<file path="src/rtl/musa_pkg.sv">
// Shared definitions for the execute/writeback datapath: ALU function codes,
// default widths, buffer occupancy states and the writeback entry record.
package musa_pkg;

    localparam int DEF_DATA_W = 32;
    localparam int DEF_ADDR_W = 5;

    typedef enum logic [2:0] {
        FUNC_ADD = 3'b000,
        FUNC_SUB = 3'b001,
        FUNC_MUL = 3'b010,
        FUNC_DIV = 3'b011,
        FUNC_AND = 3'b100,
        FUNC_OR  = 3'b101,
        FUNC_NOT = 3'b110
    } alu_func_e;

    typedef enum logic [1:0] {
        OCC_EMPTY = 2'd0,
        OCC_ONE   = 2'd1,
        OCC_FULL  = 2'd2
    } occ_state_e;

    typedef struct packed {
        logic [DEF_DATA_W-1:0] result;
        logic [DEF_ADDR_W-1:0] waddr;
        logic                  wen;
        alu_func_e             func;
        logic                  overflow;
        logic                  equals;
        logic                  above;
        logic                  zero;
    } wb_entry_t;

endpackage

</file>
<file path="src/rtl/wb_skid_buffer.sv">
// Two-entry in-order buffer with an EMPTY/ONE/FULL occupancy FSM.
// Slot 0 is always the head; the entry type is a parameter so widths follow the top.
module wb_skid_buffer
    import musa_pkg::*;
#(
    parameter type entry_t = wb_entry_t
) (
    input  logic   clock,
    input  logic   reset,
    input  logic   push,
    input  entry_t push_entry,
    input  logic   pop,
    input  logic   flush,
    output logic   ready,
    output logic   head_valid,
    output entry_t head,
    output logic   tail_valid,
    output entry_t tail
);

    occ_state_e state_q, state_d;
    entry_t     slot0_q, slot0_d;
    entry_t     slot1_q, slot1_d;
    logic       accept;

    // Ready depends only on registered occupancy, never on the downstream port.
    assign ready  = !reset && (state_q != OCC_FULL);
    assign accept = push && ready;

    always_comb begin
        state_d = state_q;
        slot0_d = slot0_q;
        slot1_d = slot1_q;
        unique case (state_q)
            OCC_EMPTY: begin
                if (accept) begin
                    slot0_d = push_entry;
                    state_d = OCC_ONE;
                end
            end
            OCC_ONE: begin
                unique case ({accept, pop})
                    2'b10: begin
                        slot1_d = push_entry;
                        state_d = OCC_FULL;
                    end
                    2'b01:   state_d = OCC_EMPTY;
                    2'b11:   slot0_d = push_entry;
                    default: state_d = OCC_ONE;
                endcase
            end
            OCC_FULL: begin
                if (pop) begin
                    slot0_d = slot1_q;
                    state_d = OCC_ONE;
                end
            end
            default: state_d = OCC_EMPTY;
        endcase
        if (flush) begin
            state_d = OCC_EMPTY;
        end
    end

    always_ff @(posedge clock) begin
        if (reset) begin
            state_q <= OCC_EMPTY;
        end else begin
            state_q <= state_d;
        end
    end

    // NOTE: payload slots carry no reset; the occupancy state alone says which are valid.
    always_ff @(posedge clock) begin
        slot0_q <= slot0_d;
        slot1_q <= slot1_d;
    end

    assign head_valid = (state_q != OCC_EMPTY);
    assign tail_valid = (state_q == OCC_FULL);
    assign head       = slot0_q;
    assign tail       = slot1_q;

endmodule

</file>
<file path="src/rtl/alu_writeback_stage.sv">
// Execute-to-writeback stage: buffers ALU results, drains them to the register file,
// keeps status flags and forwards the youngest pending write. Macro: OVERFLOW_TRAP_EN.
module alu_writeback_stage
    import musa_pkg::*;
#(
    parameter int DATA_W = DEF_DATA_W,
    parameter int ADDR_W = DEF_ADDR_W
) (
    input  logic              clock,
    input  logic              reset,
    input  logic              in_valid,
    output logic              in_ready,
    input  logic [DATA_W-1:0] in_result,
    input  logic [2:0]        in_func,
    input  logic              in_overflow,
    input  logic              in_equals,
    input  logic              in_above,
    input  logic              in_zero,
    input  logic              in_wen,
    input  logic [ADDR_W-1:0] in_waddr,
    output logic              rf_we,
    output logic [ADDR_W-1:0] rf_waddr,
    output logic [DATA_W-1:0] rf_wdata,
    input  logic              rf_ready,
    output logic              fwd_valid,
    output logic [ADDR_W-1:0] fwd_addr,
    output logic [DATA_W-1:0] fwd_data,
    input  logic              status_clr,
`ifdef OVERFLOW_TRAP_EN
    output logic              trap_req,
`endif
    output logic              st_zero,
    output logic              st_equals,
    output logic              st_above,
    output logic              st_overflow
);

    typedef struct packed {
        logic [DATA_W-1:0] result;
        logic [ADDR_W-1:0] waddr;
        logic              wen;
        alu_func_e         func;
        logic              overflow;
        logic              equals;
        logic              above;
        logic              zero;
    } entry_t;

    entry_t in_entry, head, tail;
    logic   head_valid, tail_valid;
    logic   head_writes, tail_writes, trap_hit, retire;
    logic   st_zero_q, st_zero_d, st_equals_q, st_equals_d;
    logic   st_above_q, st_above_d, st_overflow_q, st_overflow_d;

    assign in_entry = '{result:   in_result,
                        waddr:    in_waddr,
                        wen:      in_wen,
                        func:     alu_func_e'(in_func),
                        overflow: in_overflow,
                        equals:   in_equals,
                        above:    in_above,
                        zero:     in_zero};

    wb_skid_buffer #(.entry_t(entry_t)) u_buf (
        .clock      (clock),
        .reset      (reset),
        .push       (in_valid),
        .push_entry (in_entry),
        .pop        (retire),
        .flush      (trap_hit),
        .ready      (in_ready),
        .head_valid (head_valid),
        .head       (head),
        .tail_valid (tail_valid),
        .tail       (tail)
    );

    // Writes to register 0 are dropped, so such entries retire without the port.
    always_comb begin
        head_writes = head.wen && (head.waddr != '0);
        tail_writes = tail.wen && (tail.waddr != '0);
        trap_hit    = 1'b0;
`ifdef OVERFLOW_TRAP_EN
        trap_hit    = head_valid && head.overflow;
`endif
        rf_we    = head_valid && head_writes && !trap_hit;
        rf_waddr = head_valid ? head.waddr  : '0;
        rf_wdata = head_valid ? head.result : '0;
        retire   = head_valid && (!rf_we || rf_ready);
    end

`ifdef OVERFLOW_TRAP_EN
    assign trap_req = trap_hit;
`endif

    always_comb begin
        fwd_valid = 1'b0;
        fwd_addr  = '0;
        fwd_data  = '0;
        if (tail_valid && tail_writes) begin
            fwd_valid = 1'b1;
            fwd_addr  = tail.waddr;
            fwd_data  = tail.result;
        end else if (head_valid && head_writes) begin
            fwd_valid = 1'b1;
            fwd_addr  = head.waddr;
            fwd_data  = head.result;
        end
    end

    // Overflow set has priority over a simultaneous clear so no event is lost.
    always_comb begin
        st_zero_d     = st_zero_q;
        st_equals_d   = st_equals_q;
        st_above_d    = st_above_q;
        st_overflow_d = st_overflow_q;
        if (retire) begin
            st_zero_d = head.zero;
            if (head.func == FUNC_SUB) begin
                st_equals_d = head.equals;
                st_above_d  = head.above;
            end
        end
        if (retire && head.overflow) begin
            st_overflow_d = 1'b1;
        end else if (status_clr) begin
            st_overflow_d = 1'b0;
        end
    end

    always_ff @(posedge clock) begin
        if (reset) begin
            st_zero_q     <= 1'b0;
            st_equals_q   <= 1'b0;
            st_above_q    <= 1'b0;
            st_overflow_q <= 1'b0;
        end else begin
            st_zero_q     <= st_zero_d;
            st_equals_q   <= st_equals_d;
            st_above_q    <= st_above_d;
            st_overflow_q <= st_overflow_d;
        end
    end

    assign st_zero     = st_zero_q;
    assign st_equals   = st_equals_q;
    assign st_above    = st_above_q;
    assign st_overflow = st_overflow_q;

endmodule

</file>
<file path="config.mk">
export PLATFORM = sky130hd
export DESIGN_NAME = alu_writeback_stage
export DESIGN_NICKNAME = d
export VERILOG_FILES = /design/src/rtl/musa_pkg.sv /design/src/rtl/wb_skid_buffer.sv /design/src/rtl/alu_writeback_stage.sv
export SDC_FILE = /design/constraint.sdc
export NUM_CORES = 1
export LEC_CHECK = 0
export CAP_MARGIN = 20
export CORE_MARGIN = 1
export CORE_UTILIZATION = 52
export DETAILED_ROUTE_END_ITERATION = 6
export GPL_TIMING_DRIVEN = 0
export PLACE_DENSITY_LB_ADDON = 0.15
export SETUP_SLACK_MARGIN = 0.1
export SLEW_MARGIN = 0
export SYNTH_ARGS = -nofsm -noshare
export SYNTH_HDL_FRONTEND = slang
export SYNTH_HIERARCHICAL = 1
export SYNTH_SLANG_ARGS = --single-unit
</file>
<file path="constraint.sdc">
create_clock -name clock -period 11.2 [get_ports clock]
set_input_delay 1.68 -clock clock [delete_from_list [all_inputs] [get_ports clock]]
set_output_delay 1.68 -clock clock [all_outputs]
set_load 0.03 [all_outputs]
</file>
* Word level (Yosys, flattened, before mapping)
Index checks and enable logic that the tools add are counted.
** Storage, ports and cells
- Register bits :: 96
- Input bits :: 50
- Output and inout bits :: 81
** Operators by class
- Eq/ne operators :: 11
- Mux-type cells :: 18
- Reduce and logical (&&, ||, !) cells :: 21
** Operators by type and width (number)
- $mux W45 :: 3
- $pmux W45 S3 :: 1
- $mux W32 :: 3
- $mux W5 :: 3
- $pmux W2 S3 :: 2
- $reduce_bool A5 Y1 :: 2
- $logic_and A1 B1 Y1 :: 8
- $eq A2 B2 Y1 const B :: 3
- $ne A2 B2 Y1 const B :: 3
- $eq A2 B1 Y1 const B :: 2
- $mux W1 :: 4
- $mux W2 :: 2
- $ne A2 B1 Y1 const B :: 2
- $reduce_and A2 Y1 :: 2
- $reduce_and A4 Y1 :: 1
- $reduce_bool A2 Y1 :: 2
- $eq A3 B1 Y1 const B :: 1
- $reduce_and A3 Y1 :: 1
- $reduce_bool A3 Y1 :: 1
- $logic_not A1 Y1 :: 2
- $logic_not A2 Y1 :: 1
- $logic_or A1 B1 Y1 :: 1

* Depth between registers and ports, before layout
Gate-level depths: netlist of run 1.
- Depth after elaboration :: 9
- Depth in mapped cells :: 9
- Depth with buffers taken out :: 8

* Hierarchy
The synthesis of run 1 kept the hierarchy.
** Modules (own cells, without submodules)
- wb_skid_buffer :: times used 1, cells an instance 162, area each 3530.9 um^2
- alu_writeback_stage :: times used 1, cells an instance 192, area each 1082.3 um^2

* Least setup slack after synthesis of run 1
Ideal clock, no wire load.
- Path type :: input to register
- From :: input port rf_ready
- To :: register u_buf.slot0_q, in the netlist u_buf/head[0] (enable)
- Setup time :: 510 ps
- Arrival :: 5360 ps
- Data required time :: 10690 ps
- Setup slack :: 5331 ps
- Stages on the path :: 5
- Cells stage by stage :: nand2b_1 -> nand2_1 -> nand2_1 -> a22oi_1 -> o21ai_0
** Between the ends
- Word-level cells in the longest chain between the ends :: 5
- Elaborated cells on any way between the ends :: 6
- Those cells by class :: eq/ne (3); reduce/logical (3)
** RTL lines
- from (decl) :: line alu_writeback_stage.sv:24 : input logic rf_ready,
- $logic_or A1 B1 Y1 (*) :: line alu_writeback_stage.sv:89 : retire = head_valid && (!rf_we || rf_ready);
- $logic_and A1 B1 Y1 (*) :: line alu_writeback_stage.sv:89
- named net retire :: line alu_writeback_stage.sv:51 : logic head_writes, tail_writes, trap_hit, retire;
- $eq A2 B2 Y1 :: line wb_skid_buffer.sv:42 : unique case ({accept, pop})
- $ne A2 B2 Y1 (no source line)
- $reduce_and A4 Y1 (no source line) (*)
- to (signal assigned) :: line wb_skid_buffer.sv:75 : slot0_q <= slot0_d;
- to (decl) :: line wb_skid_buffer.sv:22 : entry_t slot0_q, slot0_d;
Mark *: on every way through the listed nets, which the timed path passes. The rest lies on a longest branch.
A chain may end at the register's enable or synchronous reset.

* Worst setup path in the final report of run 1
- From :: input port reset
- To :: output port in_ready
** Between the ends
- Word-level cells in the longest chain between the ends :: 2
** RTL lines
- from (decl) :: line alu_writeback_stage.sv:10 : input logic reset,
- $logic_not A1 Y1 :: line wb_skid_buffer.sv:27 : assign ready = !reset && (state_q != OCC_FULL);
- $logic_and A1 B1 Y1 :: line wb_skid_buffer.sv:27
- to (decl) :: line alu_writeback_stage.sv:12 : output logic in_ready,
No other way between the ends.

==> results of run 1 <==
[cells in the mapped netlist]
master and instances:
edfxtp_1 90, nand2_1 68, and2_1 39, o21ai_1 33, mux2_2 25, mux2_4 20
buf_2 6, dfxtp_1 6, nor2_1 6, a32o_1 5, buf_6 5, clkbuf_1 4
nand2b_1 4, o211ai_1 4, buf_4 3, nand3_1 3, nand3b_1 3, nor2b_1 3
a21oi_1 2, buf_12 2, ha_1 2, inv_1 2, nor3_1 2, o2111ai_1 2
o21ai_0 2, a211o_1 1, a21oi_2 1, a21oi_4 1, a22oi_1 1, and3_1 1
and3b_1 1, conb_1 1, nand2_2 1, nor2b_4 1, nor3_4 1, nor3b_1 1
or2_1 1, or2_2 1
[power by group through the flow]
| stage | Clock [mW] | Combinational [mW] | Sequential, mW |
|---|---|---|---|
| 3_3_place_gp | 0 | 0.0888 | 0.419 |
| 3_5_place_dp | 0 | 0.0922 | 0.418 |
| 4_1_cts | 0.234 | 0.0926 | 0.410 |
| 6_report | 0.231 | 0.0922 | 0.410 |
| 5_1_grt | 0.246 | 0.0977 | 0.411 |
| 2_1_floorplan | 0 | 0.0456 | 0.419 |
[cell families after synthesis]
group | synth area share
buffers and inverters | 0.0372
muxes | 0.126
other | 0.000813
AOI/OAI and AO/OA | 0.0703
DFF | 0.612
and+or+nand+nor | 0.148
adders and majority gates | 0.00542
[worst min-delay path, cell delays in order, from the launching register on]
cell     delay [ps]
dfxtp_1         330
nand3_1          70
a21oi_1          50
[stage by stage]
step	utilization	hold slack (ps)	setup slack, ps	std cells
detailed placement	0.728	473	6380	592
global placement	0.722	457	2920	590
global route	0.752	498	6330	608
floorplan	-	523	5330	355
CTS	0.752	485	6380	608
finish	0.752	488	6370	608
[cell type report]
class                      count  area (um^2)
clock buffer                   9          124
inverter                       2         7.51
sequential                    96         2820
multi-input combinational    237         1640
tap                          105          131
fill                         588         2080
timing repair buffer         132         1340
buffer                        20          164
clock inverter                 7         77.6
[per-layer routing]
layer	GRT usage	vias to the layer above
li1	-	1563
met1	0.303	1592
met2	0.416	109
met3	0.0427	8
met4	0.0721	0
met5	0	-
[state kept, by name, indices dropped and copies added (netlist names)]
signal         flops
st_equals          1
u_buf/state_q      2
u_buf/head        45
st_overflow        1
st_zero            1
u_buf/tail        45
st_above           1
[worst max path at each step]
stage | from | endpoint | cells after the start
2_1_floorplan | rf_ready | u_buf/head[0] | 5
3_3_place_gp | rf_ready | u_buf/head[29] | 6
3_5_place_dp | reset | in_ready | 3
4_1_cts | reset | in_ready | 3
5_1_grt | reset | in_ready | 3
6_report | reset | in_ready | 3
==> impl_metrics.csv, run 1 <==
group,metric,value,unit
run_status,status,"finished, final reports clean",
clocking,cts_tree,"done",
routing,ant_nets,0,
floorplanning,start_util,0.550,
power,p_leak,2.15,nW
final_layout,final_common_cell,"clkdlybuf4s50_1",
worst_setup_path,cpPeakStageDelay,680,ps
power,p_int,0.557,mW
floorplanning,io_pins,131,
routing,num_vias,3272,
sta,finalSetupTns,0,ps
final_layout,nets,550,
floorplanning,die_y,96.2,um
synthesis,ys_seq_area_frac,0.612,
worst_setup_path,ff2ff_setup_slack,8540,ps
clocking,cts_buffers,9,
clocking,clock_path_buffers,2,
worst_setup_path,cp.arrival,3150,ps
routing,routed_wl,10700,um
global_routing,grt_max_degree,31,
synthesis,synth_cell_types,38,
synthesis,synthCells,354,
final_layout,final_cell_area,0.00630,mm^2
power,p_sw,0.177,mW
global_routing,antenna_found_initial,0,
power,combPwrFrac,0.126,
synthesis,synthTopCellsByArea,"edfxtp_1 59%, mux2_4 6.5%, mux2_2 6.1%, nand2_1 5.5%, and2_1 5.3%",
sta,post-route-period-util,0.431,
routing,drc,0,
worst_setup_path,cp_cell_sequence,"clkdlybuf4s50_1 -> nor2_1 -> clkdlybuf4s50_1",
clocking,cts_hold_buf,0,
sta,relSlewSlack,0.495,
floorplanning,die_area,0.00925,mm^2
clocking,cts_resized,0,
sta,fin_crit,4830,ps
synthesis,synth-seq-cells,96,
global_routing,grt_pass1_wl,16300,um
worst_setup_path,crit_top_cell,"clkdlybuf4s50_1",
floorplanning,rows,33,
worst_setup_path,timing.rr.end,"u_buf/head[35]",
final_layout,drive_above_1_share,0.171,
power,p_sw_frac,0.241,
worst_setup_path,required,9520,ps
hold_path,hold_path.class,"reg -> reg",
routing,wl_met2,5480,um
routing,drt_iter0_markers,148,
power,power,0.734,mW
sta,tightest_slew,754,ps
floorplanning,coreArea,0.00838,mm^2
clocking,post-cts-setup-buffer-count,0,
placement,hpwl,7580,um
routing,m1WireLength,4520,um
placement,place_area,0.00610,mm^2
worst_setup_path,critPathBufInv,2,
power,power_density,116,mW/mm^2
sta,worst_clock_skew,11.8,ps
worst_setup_path,start_kind,"input port",
clocking,clk_pin_slew,100,ps
final_layout,antenna_cells,0,
global_routing,grt_use_total,0.239,
placement,gp_congestion,0.843,
power,clkPwrFrac,0.315,
synthesis,synth_area,0.00461,mm^2
clocking,cts_root_buffer,"clkbuf_8",
routing,avgViaCountPerCell,5.38,
worst_setup_path,cp_max_fo,10,
worst_setup_path,critPathCaptureType,"output port",
routing,wl_met3,642,um
floorplanning,die_w,96.2,um
power,ir_drop,0.0716,mV
routing,first_pass_iters,4,
clocking,clk_latency,350,ps
sta,setup_viol,0,
power,seqPwrFrac,0.559,
worst_setup_path,cp_top_family,"buffers and inverters",
worst_setup_path,slowest_stage,"clkdlybuf4s50_1",
job,drv_cap,0,
global_routing,overflow,0,
routing,wl_per_cell,17.7,um
global_routing,grt_pass1_vias,3297,
clocking,cts_sinks,96,
placement,port_buffers,130,
synthesis,yosys_warnings,6,
synthesis,synth_top_area_frac,0.586,
synthesis,syn_area_per_cell,13.0,um^2
worst_setup_path,r2r_start,"u_buf/state_q[0]",
final_layout,synthToLayoutAreaGrowth,36.6,%
worst_setup_path,crit_type,"in -> out",
clocking,htree_levels,3,
hold_path,worstHoldPathCells,2,
sta,fmax,0.207,GHz
sta,rsz0062_at_grt,"false",
sta,hold_viol,0,
final_layout,final_cell_mix,"130 x clkdlybuf4s50_1, 90 x edfxtp_1, 68 x nand2_1, 39 x and2_1, 33 x o21ai_1",
hold_path,hp-start,"st_zero",
routing,topRoutingLayerUsed,"met4",
synthesis,yosys.area.top_type,"edfxtp_1",
hold_path,whs_endpoint,"st_zero",
sta,drv_slew,0,
worst_setup_path,r2r_cells,7,
(Power assumes the default switching activity.)
==> run 2, diff against run 1 <==
--- a/config.mk
+++ b/config.mk
@@ -7,7 +7,7 @@
 export LEC_CHECK = 0
 export CAP_MARGIN = 20
 export CORE_MARGIN = 1
-export CORE_UTILIZATION = 52
+export CORE_UTILIZATION = 48
 export DETAILED_ROUTE_END_ITERATION = 6
 export GPL_TIMING_DRIVEN = 0
 export PLACE_DENSITY_LB_ADDON = 0.15
==> constraint.sdc (replaced) <==
create_clock -name clock -period 4.88 [get_ports clock]
set_input_delay 0.732 -clock clock [delete_from_list [all_inputs] [get_ports clock]]
set_output_delay 0.732 -clock clock [all_outputs]
set_load 0.03 [all_outputs]
==> run 2 against run 1 <==
Net effect:
- cell count increased by 3.9%
- first-iteration DRC count down 10%
- setup slack worse by 5200 ps
- combinational power up 130%
- clock power rose by 110%
- clock skew down 2.2 ps
- global-route usage decreased by 1.9 points
- core utilization down 7.0 points
- largest power group unchanged
==> impl_metrics.csv, run 2 (synthesized netlist as in run 1, its figures left out) <==
group,metric,value,unit
run_status,status,"finished, final reports clean",
sta,tightest_slew,900,ps
clocking,htree_levels,3,
sta,rsz0062_at_grt,"false",
hold_path,worstHoldPathCells,2,
floorplanning,io_pins,131,
worst_setup_path,cp_top_family,"buffers and inverters",
worst_setup_path,cpPeakStageDelay,700,ps
sta,post-route-period-util,0.760,
power,ir_drop,0.147,mV
power,power,1.64,mW
clocking,cts_buffers,9,
placement,hpwl,7590,um
global_routing,grt_pass1_wl,16600,um
placement,dp_slack,1580,ps
final_layout,final_common_cell,"clkdlybuf4s50_1",
hold_path,hp-start,"st_zero",
final_layout,final_cells,632,
floorplanning,start_util,0.497,
power,clkPwrFrac,0.297,
worst_setup_path,cp_cell_sequence,"nor2b_4 -> buf_4 -> nand2_1 -> a21oi_2 -> buf_6 -> buf_6 -> nand2_1 -> o21ai_1 -> clkdlybuf4s50_1",
clocking,cts_tree,"done",
power,combPwrFrac,0.129,
clocking,cts_root_buffer,"clkbuf_8",
clocking,clk_latency,340,ps
global_routing,grt_max_degree,26,
worst_setup_path,r2r_start,"u_buf/state_q[0]",
power,power_density,259,mW/mm^2
clocking,clock_path_buffers,2,
worst_setup_path,slowest_stage,"clkdlybuf4s50_1",
worst_setup_path,cp.arrival,2980,ps
worst_setup_path,timing.rr.end,"u_buf/tail[14]",
clocking,post-cts-setup-buffer-count,0,
floorplanning,die_y,100,um
sta,hold_viol,0,
worst_setup_path,critPathCaptureType,"output port",
worst_setup_path,r2r_cells,8,
worst_setup_path,required,4150,ps
routing,avgViaCountPerCell,5.16,
global_routing,grt_use_total,0.220,
placement,gp_congestion,0.817,
global_routing,antenna_found_initial,0,
power,p_int,1.23,mW
sta,final.setup.worst_slack,1170,ps
sta,fmax,0.270,GHz
routing,wl_per_cell,16.9,um
sta,drv_slew,0,
placement,place_area,0.00615,mm^2
floorplanning,die_area,0.0100,mm^2
placement,port_buffers,130,
floorplanning,die_w,100,um
final_layout,synthToLayoutAreaGrowth,37.3,%
hold_path,whs_endpoint,"st_zero",
final_layout,antenna_cells,0,
worst_setup_path,critPathBufInv,4,
sta,relSlewSlack,0.398,
worst_setup_path,start_kind,"flip-flop",
worst_setup_path,cp_max_fo,14,
floorplanning,coreArea,0.00928,mm^2
power,p_leak,2.15,nW
global_routing,grt_pass1_vias,3267,
routing,drc,0,
final_layout,final_cell_area,0.00633,mm^2
hold_path,hold_path.class,"reg -> reg",
power,seqPwrFrac,0.573,
floorplanning,rows,35,
final_layout,fillers,716,
clocking,cts_sinks,96,
final_layout,final_cell_mix,"130 x clkdlybuf4s50_1, 90 x edfxtp_1, 68 x nand2_1, 39 x and2_1, 33 x o21ai_1",
power,p_sw,0.408,mW
sta,fin_crit,3710,ps
placement,dp.cells,616,
sta,setup_viol,0,
clocking,cts_resized,0,
routing,first_pass_iters,4,
final_layout,drive_above_1_share,0.173,
routing,num_vias,3258,
worst_setup_path,ff2ff_setup_slack,2190,ps
worst_setup_path,crit_type,"reg -> out",
power,p_sw_frac,0.249,
clocking,cts_hold_buf,0,
sta,worst_clock_skew,9.62,ps
worst_setup_path,crit_start,"u_buf/state_q[1]",
global_routing,overflow,0,
routing,routed_wl,10700,um
routing,ant_nets,0,
final_layout,nets,550,
clocking,clk_pin_slew,100,ps
job,drv_cap,0,
routing,drt_iter0_markers,133,
-- run 2: power by group through the flow --
stage	clock network, mW	logic (mW)	registers (mW)
global route	0.530	0.226	0.944
floorplan	0	0.105	0.960
detailed placement	0	0.213	0.960
CTS	0.500	0.214	0.941
global placement	0	0.204	0.961
finish	0.488	0.212	0.941
-- run 2: area by class of cell --
cell class / count / area, um^2 / area share
Sequential cell: 96 / 2820 / 0.446
Tap cell: 129 / 161 / 0.0255
Clock inverter: 7 / 61.3 / 0.00968
Buffer: 20 / 164 / 0.0259
Timing Repair Buffer: 132 / 1360 / 0.214
Clock buffer: 9 / 124 / 0.0196
Inverter: 2 / 7.51 / 0.00119
Multi-Input combinational cell: 237 / 1640 / 0.258
-- run 2: tightest hold or removal path, stage by stage (launching register included) --
cell     delay [ps]
dfxtp_1         330
nand3_1          70
a21oi_1          50
-- run 2: how the worst max path moves through the flow --
stage	endpoint	slack (ps)	cells after the start
floorplan	u_buf/head[0]	1170	5
global placement	u_buf/head[32]	-530	6
detailed placement	fwd_addr[1]	1580	9
CTS	fwd_addr[1]	1120	9
global route	fwd_data[14]	1040	9
finish	fwd_addr[1]	1170	9
-- run 2: through the flow --
| step | hold WS [ps] | util | TNS (ps) |
|---|---|---|---|
| after floorplan | 523 | - | 0 |
| after global routing | 502 | 0.682 | 0 |
| after detailed placement | 468 | 0.662 | 0 |
| final | 480 | 0.682 | 0 |
| after CTS | 482 | 0.682 | 0 |
| after global placement | 457 | 0.655 | -23840 |
-- run 2: layer usage --
metal  vias up  track usage  wire, um
met5         -            0         0
met4         0       0.0647        48
met3         4       0.0453       732
met2       117        0.367      5240
met1      1578        0.292      4650
li1       1559            -         -
==> run 3, diff against run 2 <==
==> constraint.sdc (replaced) <==
create_clock -name clock -period 3.6 [get_ports clock]
set_input_delay 0.54 -clock clock [delete_from_list [all_inputs] [get_ports clock]]
set_output_delay 0.54 -clock clock [all_outputs]
set_load 0.03 [all_outputs]
==> run 3 against run 2 <==
Net effect:
- register-to-register slack worse by 1200 ps
- clock skew up 6.4 ps
- power up 39%
- routed wire length down 0.73%
- core utilization up 1.0 points
- sequential cell count unchanged
- combinational power up 34%
- die area unchanged
- clock-buffer cell count up 2
==> impl_metrics.csv, run 3 (synthesized netlist as in run 1, its figures left out) <==
group,metric,value,unit
power,p_leak,2.75,nW
sta,setup_viol,0,
sta,relSlewSlack,0.486,
clocking,clock_path_buffers,2,
global_routing,grt_pass1_wl,16300,um
hold_path,hp-start,"st_zero",
routing,routed_wl,10600,um
sta,post-route-period-util,0.887,
final_layout,final_common_cell,"clkdlybuf4s50_1",
clocking,cts_sinks,96,
worst_setup_path,r2r_cells,8,
worst_setup_path,ff2ff_setup_slack,950,ps
worst_setup_path,crit_type,"reg -> out",
placement,hpwl,7540,um
floorplanning,die_area,0.0100,mm^2
global_routing,antenna_found_initial,0,
worst_setup_path,timing.rr.end,"u_buf/tail[31]",
worst_setup_path,cp_max_fo,14,
floorplanning,die_y,100,um
sta,drv_slew,0,
placement,port_buffers,130,
worst_setup_path,critPathBufInv,3,
final_layout,final_cells,632,
sta,fmax,0.313,GHz
final_layout,nets,550,
power,ir_drop,0.185,mV
final_layout,antenna_cells,0,
worst_setup_path,required,3060,ps
placement,dp.cells,616,
final_layout,final_cell_mix,"97 x clkdlybuf4s50_1, 90 x edfxtp_1, 68 x nand2_1, 39 x and2_1",
clocking,clk_pin_slew,100,ps
worst_setup_path,critPathCaptureType,"output port",
sta,whs,483,ps
hold_path,whs_endpoint,"st_zero",
global_routing,grt_max_degree,27,
sta,hold_viol,0,
worst_setup_path,cpPeakStageDelay,680,ps
clocking,post-cts-setup-buffer-count,0,
clocking,clk_latency,360,ps
floorplanning,start_util,0.497,
sta,worst_clock_skew,16.0,ps
worst_setup_path,cp.arrival,2650,ps
floorplanning,coreArea,0.00928,mm^2
routing,ant_nets,0,
sta,rsz0062_at_grt,"false",
worst_setup_path,start_kind,"flip-flop",
global_routing,grt_use_total,0.216,
clocking,htree_levels,3,
clocking,cts_buffers,9,
clocking,cts_root_buffer,"clkbuf_8",
floorplanning,rows,35,
routing,num_vias,3269,
run_status,status,"finished, final reports clean",
final_layout,synthToLayoutAreaGrowth,39.3,%
clocking,cts_resized,0,
clocking,cts_hold_buf,0,
worst_setup_path,cp_top_family,"buffers and inverters",
worst_setup_path,slowest_stage,"clkdlybuf4s50_1",
floorplanning,die_w,100,um
hold_path,hold_path.class,"reg -> reg",
sta,fin_crit,3190,ps
global_routing,grt_pass1_vias,3210,
routing,drt_iter0_markers,108,
sta,final.setup.worst_slack,408,ps
placement,gp_congestion,0.802,
worst_setup_path,cp_cell_sequence,"nor2b_4 -> buf_4 -> nand2_1 -> a21oi_2 -> buf_6 -> or2_1 -> clkdlybuf4s50_1",
hold_path,worstHoldPathCells,2,
job,drv_cap,0,
global_routing,overflow,0,
clocking,cts_tree,"done",
floorplanning,io_pins,131,
routing,drc,0,
worst_setup_path,r2r_start,"u_buf/state_q[0]",
sta,tightest_slew,768,ps
power,power_density,354,mW/mm^2
routing,avgViaCountPerCell,5.17,
routing,wl_per_cell,16.8,um
placement,dp_slack,566,ps
final_layout,drive_above_1_share,0.171,
routing,first_pass_iters,6,
-- run 3: changes by cell type in the layout (fill, tap and decap cells not counted), sizes merged --
cell	previous run	this run
dlymetal6s2s	0	33
bufinv	0	1
inv	6	3
clkdlybuf4s50	130	97
clkbuf	13	15
-- run 3: where the power goes --
part / internal (mW) / leakage, nW / total (mW) / switching (mW)
clock: 0.345 / 0.100 / 0.718 / 0.373
combinational: 0.144 / 1.77 / 0.285 / 0.140
sequential: 1.26 / 0.875 / 1.28 / 0.0169
total: 1.75 / 2.75 / 2.28 / 0.530
-- run 3: area by class of cell --
| class | count | area, um^2 |
|---|---|---|
| inverters | 2 | 7.51 |
| fillers | 713 | 2860 |
| flip-flops and latches | 96 | 2820 |
| well taps | 129 | 161 |
| clock inverters | 5 | 63.8 |
| plain buffers | 20 | 164 |
| repair buffers | 132 | 1430 |
| multi-input cells | 237 | 1640 |
| clock buffers | 11 | 141 |
-- run 3: tightest hold or removal path: cells and delay by family (launching register included) --
kind,cells,cell delay (ps)
DFF,1,320
and+or+nand+nor,1,60
AOI/OAI and AO/OA,1,60
-- run 3: metal layers --
layer / vias up / global-route usage / part of all wire
li1: 1564 / - / -
met3: 11 / 0.0453 / 0.058
met4: 0 / 0.0769 / 0.012
met1: 1582 / 0.283 / 0.44
met5: - / 0 / 0
met2: 112 / 0.359 / 0.49
-- run 3: worst max-delay path by stage --
stage                     endpoint  depth (start not counted)              from
floorplan            u_buf/tail[0]                          6  u_buf/state_q[0]
global placement    u_buf/head[33]                          6          rf_ready
detailed placement     fwd_addr[1]                          9  u_buf/state_q[1]
CTS                    fwd_addr[1]                          9  u_buf/state_q[1]
global route             fwd_valid                          7  u_buf/state_q[1]
finish                   fwd_valid                          7  u_buf/state_q[1]
-- run 3: stage by stage --
step	setup TNS [ps]	cell area [um^2]	total power [mW]	util
2_1_floorplan	0	4620	1.44	-
3_3_place_gp	-25150	6080	1.58	0.655
3_5_place_dp	0	6140	1.59	0.661
4_1_cts	0	6340	2.29	0.683
5_1_grt	0	6430	2.35	0.692
6_report	0	6430	2.28	0.692
